`src/rtl/pool_window_gen.sv`:
```
// Sliding KxK window generator over a raster pixel stream.
// K-1 line buffers feed a KxK shift window; legal windows are latched to window_out.
module pool_window_gen #(
   parameter int PP = 8,
   parameter int W  = 14,
   parameter int H  = 14,
   parameter int K  = 5
) (
   input  logic                      clk,
   input  logic                      reset,
   input  logic signed [PP:0]        pxl_in,
   input  logic                      in_valid,
   output logic [K*K*(PP+1)-1:0]     window_out,
   output logic                      valid,
   output logic                      frame_done
);

   localparam int CW = $clog2(W);
   localparam int RW = $clog2(H);

   logic [CW-1:0] col;
   logic [RW-1:0] row;
   logic [PP:0]   lb       [K-1][W];
   logic [PP:0]   win      [K*K];
   logic [PP:0]   win_next [K*K];
   logic [PP:0]   new_col  [K];
   logic [K*K*(PP+1)-1:0] win_flat;
   logic          legal;
   logic          last_px;

   // Column entering the window: oldest row from the deepest buffer, newest from pxl_in.
   always_comb begin
      for (int unsigned r = 0; r < K; r++) begin
         new_col[r] = '0;
      end
      new_col[K-1] = pxl_in;
      for (int unsigned r = 0; r < K-1; r++) begin
         new_col[r] = lb[K-2-r][col];
      end
   end

   always_comb begin
      for (int unsigned i = 0; i < K*K; i++) begin
         win_next[i] = '0;
      end
      for (int unsigned r = 0; r < K; r++) begin
         for (int unsigned c = 0; c < K-1; c++) begin
            win_next[r*K+c] = win[r*K+c+1];
         end
         win_next[r*K+K-1] = new_col[r];
      end
   end

   always_comb begin
      win_flat = '0;
      for (int unsigned i = 0; i < K*K; i++) begin
         win_flat[i*(PP+1) +: (PP+1)] = win_next[i];
      end
   end

   assign legal   = (row >= RW'(K-1)) && (col >= CW'(K-1));
   assign last_px = (row == RW'(H-1)) && (col == CW'(W-1));

   // Line buffers carry no reset; stale contents are masked by the legal-window gating.
   always_ff @(posedge clk) begin
      if (!reset && in_valid) begin
         lb[0][col] <= pxl_in;
         for (int unsigned j = 1; j < K-1; j++) begin
            lb[j][col] <= lb[j-1][col];
         end
      end
   end

   always_ff @(posedge clk) begin
      if (reset) begin
         col        <= '0;
         row        <= '0;
         window_out <= '0;
         valid      <= 1'b0;
         frame_done <= 1'b0;
         for (int unsigned i = 0; i < K*K; i++) begin
            win[i] <= '0;
         end
      end else if (in_valid) begin
         for (int unsigned i = 0; i < K*K; i++) begin
            win[i] <= win_next[i];
         end
         if (col == CW'(W-1)) begin
            col <= '0;
            row <= (row == RW'(H-1)) ? '0 : row + 1'b1;
         end else begin
            col <= col + 1'b1;
         end
         valid      <= legal;
         frame_done <= legal && last_px;
         if (legal) begin
            window_out <= win_flat;
         end
      end else begin
         valid      <= 1'b0;
         frame_done <= 1'b0;
      end
   end

endmodule

```
`config.mk`:
```
export PLATFORM = sky130hd
export DESIGN_NAME = pool_window_gen
export DESIGN_NICKNAME = d
export VERILOG_FILES = /design/src/rtl/pool_window_gen.sv
export SDC_FILE = /design/constraint.sdc
export NUM_CORES = 1
export LEC_CHECK = 0
export CORE_ASPECT_RATIO = 1.4
export CORE_MARGIN = 2
export CORE_UTILIZATION = 35
export CTS_CLUSTER_SIZE = 30
export DETAILED_ROUTE_END_ITERATION = 10
export PLACE_DENSITY = 0.49
export SLEW_MARGIN = 40
export SYNTH_ARGS = -nofsm -noshare
export SYNTH_HDL_FRONTEND = slang
export SYNTH_SLANG_ARGS = --single-unit
```
`constraint.sdc`:
```
create_clock -name clk -period 10.9 [get_ports clk]
set_clock_uncertainty 0.15 [all_clocks]
set_input_delay 2.18 -clock clk [delete_from_list [all_inputs] [get_ports clk]]
set_output_delay 2.18 -clock clk [all_outputs]
set_load 0.005 [all_outputs]
```
---- Word-level counts from Yosys, hierarchy flattened ----
Memories as Yosys holds them, arrays and structs flattened.
Index checks and enable logic that the tools add are counted.
storage, ports and cells
  flip-flop bits (word level) ............. 235
  memories kept ........................... 2
  input port bits ......................... 12
  word-level logic and storage cells ...... 99
  output and inout bits ................... 227
  memory bits (writable) .................. 729
cells by class
  reduce and logical (&&, ||, !) cells .... 9
  mux-type cells .......................... 48
  add/sub/neg operators ................... 2
  equal/unequal tests ..................... 2
  order comparisons ....................... 4
  bitwise operators ....................... 27
memories
  memory  depth  bits a word  read ports  clocked after memory_dff  write ports  line  text
  lb      4      126          4           0                         4            23    logic [PP:0] lb [K-1][W];
  win     25     9            20          0                         25           24    logic [PP:0] win [K*K];
operators with widths
  cell                   number
  $mux W9                34
  $bmux W9 S4            4
  $mux W126              1
  $demux W9 S4           1
  $or A1 B1 Y1           25
  $add A4 B1 Y4 const B  2
  $eq A4 B4 Y1 const B   2
  $ge A4 B3 Y1 const B   2
  $mux W4                2
  $mux W1                6
  $ge A5 B5 Y1 const B   1
  $logic_and A1 B1 Y1    5
  $lt A5 B1 Y1 const B   1
  $not A4 Y5             1
  $reduce_and A2 Y1      2
  $reduce_or A2 Y1       1
  $logic_not A1 Y1       1
  $not A1 Y1             1

---- Logic depth before layout (Yosys ltp) ----
  depth in word-level cells ............... 6
  gate-level depth with buffers ........... 8

---- Least setup slack after synthesis ----
OpenSTA, ideal clock, no wires.
  path kind ............................... input port to flip-flop
  start ................................... in reset
  end ..................................... mem lb[0][36] in the netlist's numbering, enable pin
  library setup time ...................... 0.519 ns
  arrival time ............................ 6.249 ns
  data required time ...................... 10.231 ns
  setup slack ............................. 3.982 ns
  stages .................................. 4
  path through ............................ clkbuf_1 -> nand2b_1 -> clkbuf_1 -> nor4_1
RTL lines
  item         line  text
  from (decl)  10    input logic reset,
  to (decl)    23

==> results.toml <==
[floorplan]
start_util_pct = 35.3
ioPinCount = 239
coreArea_sq_um = 98000
die_y_um = 376
fp.dieArea_sq_um = 101000
placementRows = 136
die_w_um = 270

[cts]
cts_tree = "done"
post_cts_resized = 0
ctsRootBufferMaster = "clkbuf_16"
cts_made_buffers = 89
cts.clk_slew.worst_paths_ns = 0.06
cts_setup_buffers = 0
clk_path_buf_depth = 3
cts_hold_buf = 0
cts_sinks = 919
htreeDepth = 3
clock_latency_ns = 0.68

[worst_setup_path]
cp.required_ns = 11.08
ff2ff_path_depth = 7
path_class = "in2reg"
start_kind = "primary input"
crit_path_max_fanout = 61
critPathArrivalTime_ns = 4.99
end_kind = "flop"

[global_route]
antenna_found_initial = 3
track_usage_pct = 17.3
grt_pass1_vias = 20200
grt_pass1_wl_mm = 131
grt_max_degree = 114
overflow = 0

[logic_synthesis]
synth_top_cell_by_area = "edfxtp_1"
syn_area_sq_um = 34600
async_reset_ff_share_pct = 0
yosysUniqueCellTypes = 47
synth-main-ff-cell = "edfxtp_1"
synth_seq_cells = 919
synth_mux_area_share_pct = 7.69
synth_cells = 2437
synth_area_leaders = "edfxtp_1, dfxtp_1, mux2i_1, nand2_1, a21oi_1"
synth_top_area_share_pct = 59.4
ys_warn_count = 0
synth_nets = 2449
synth_most_common_cell = "edfxtp_1"
synth_commonest_cells = "edfxtp_1, nand2_1, dfxtp_1"
synthSimpleGateAreaFrac_pct = 9.45
yosysSeqAreaShare_pct = 73.0
synth_top_family_by_area = "simple AND/OR/NAND/NOR gates"
synth_compound_area_share_pct = 7.28
avgSynthCellArea_sq_um = 14.2
yosys.area_share.xor_xnor_pct = 0.0253
synthAdderAreaFrac_pct = 0
synth-edff-count = 684

[sta]
setup_viol = 0
maxSlewViolCount = 0
hold_viol_final = 0
rsz0062_at_grt = "false"
max_freq_ghz = 0.208
tns_ns = 0
fin_crit_sh_pct = 44.2
timing.slew.headroom_pct = 40.1
worst_slew_pin_slew_ns = 0.891
period_minus_slack_ns = 4.81

[final_layout]
fin_nets = 2666
layoutNonFillerInstCount = 4038
final_core_util_pct = 42.2
diodes = 0
drive_above_1_share_pct = 10.8
nFillCells = 9028
syn_to_final_growth_pct = 19.6

[min_path]
hold_depth = 2
hold_path_class = "reg2reg"

[power_and_ir_drop]
comb_power_share_pct = 4.9
p_int_mw = 5.74
ir_drop_mv = 0.109
power_switching_share_pct = 21.8
powerDensity_nw_per_um2 = 177
p_clk_share_pct = 41.8
p_leak_nw = 13.0
p_seq_share_pct = 53.3
p_sw_mw = 1.60

[placed_design]
hpwlAfterDp_mm = 53.1
io_buffers = 238
globalplace.congestion = 0.759
dp.cells = 3871

[drt]
ant_nets = 0
vias = 19900
routedWlPerCell_um = 22.0
avgViaCountPerCell = 4.92
firstDrtPassIters = 5
drc = 0
wl_mm = 89.0
drt_iter0_markers = 1297

[job]
drv_cap = 0

[run_status]
status = "completed"
[placed cells by master, fill, tap and decap left out, types with 13 or more instances in the layout]
cell             count
a21oi_1            218
o31ai_2             14
a22oi_1             41
clkbuf_16           91
nand3b_1            30
clkdlybuf4s50_1    237
nor2_2              28
mux2i_1            225
o31ai_1             13
clkbuf_1            22
a22oi_2             13
o22ai_1             37
nand2_1            386
nor2_1              59
and2_1              99
edfxtp_1           684
nor3_1              29
mux4_2              18
buf_4               31
o21ai_1             24
nor2b_1             45
o21ai_0             16
dfxtp_1            232
[layout make-up]
type | count | area (sq um) | share of cell area, %
Clock buffer | 124 | 2510 | 6.08
Clock inverter | 40 | 398 | 0.963
Inverter | 1 | 3.75 | 0.00908
Multi-Input combinational cell | 1358 | 8660 | 21.0
Sequential cell | 919 | 25300 | 61.1
Tap cell | 1311 | 1640 | 3.97
Timing Repair Buffer | 285 | 2860 | 6.92
[logic make-up after synthesis]
| family | after synthesis |
|---|---|
| mux | 243 |
| flops | 919 |
| buf+inv | 160 |
| simple gates | 711 |
| xor+xnor | 1 |
| compound gates | 403 |
[flip-flops by register name, indices dropped and copies added, names as in the netlist]
register / flops
col: 4
valid: 1
win: 180
window_out: 225
row: 4
lb: 504
frame_done: 1
[worst max-delay path: stages]
cell,delay (ns)
clkdlybuf4s50_1,0.65
nor2b_4,0.20
buf_4,0.39
buf_12,0.27
nand2b_1,0.43
nor4_2,0.38
buf_4,0.41
[routing by layer]
| layer | global-route usage [%] | up-vias | wire length (um) |
|---|---|---|---|
| met5 | 0 | - | 14 |
| met4 | 6.36 | 2 | 2620 |
| met3 | 2.96 | 129 | 3980 |
| met2 | 30.9 | 481 | 45400 |
| met1 | 20.9 | 9942 | 37000 |
| li1 | - | 9323 | - |
[final timing paths]
kind,from,endpoint,slack [ns]
setup / recovery,in_valid,lb[0][125],6.09
hold / removal,window_out[51],window_out[51],0.30
setup reg to reg,col[0],lb[3][40],6.99
hold reg to reg,window_out[51],window_out[51],0.30
[power by group through the flow]
| stage | registers [mW] | clock network, mW | logic [mW] |
|---|---|---|---|
| 2_1_floorplan | 3.97 | 0 | 0.238 |
| 3_3_place_gp | 4.00 | 0 | 0.342 |
| 3_5_place_dp | 3.99 | 0 | 0.360 |
| 4_1_cts | 3.92 | 3.15 | 0.360 |
| 5_1_grt | 3.92 | 3.28 | 0.390 |
| 6_report | 3.91 | 3.06 | 0.361 |
[per-stage QoR]
stage	area, sq um	power (mW)	worst slack, ns	hold slack (ns)
3_3_place_gp	38200	4.34	5.12	0.295
3_5_place_dp	38300	4.35	5.40	0.296
2_1_floorplan	34600	4.21	3.98	0.303
5_1_grt	41300	7.59	5.91	0.319
6_report	41300	7.34	6.09	0.303
4_1_cts	41300	7.43	6.12	0.305
Power figures use the tool's default switching activity.
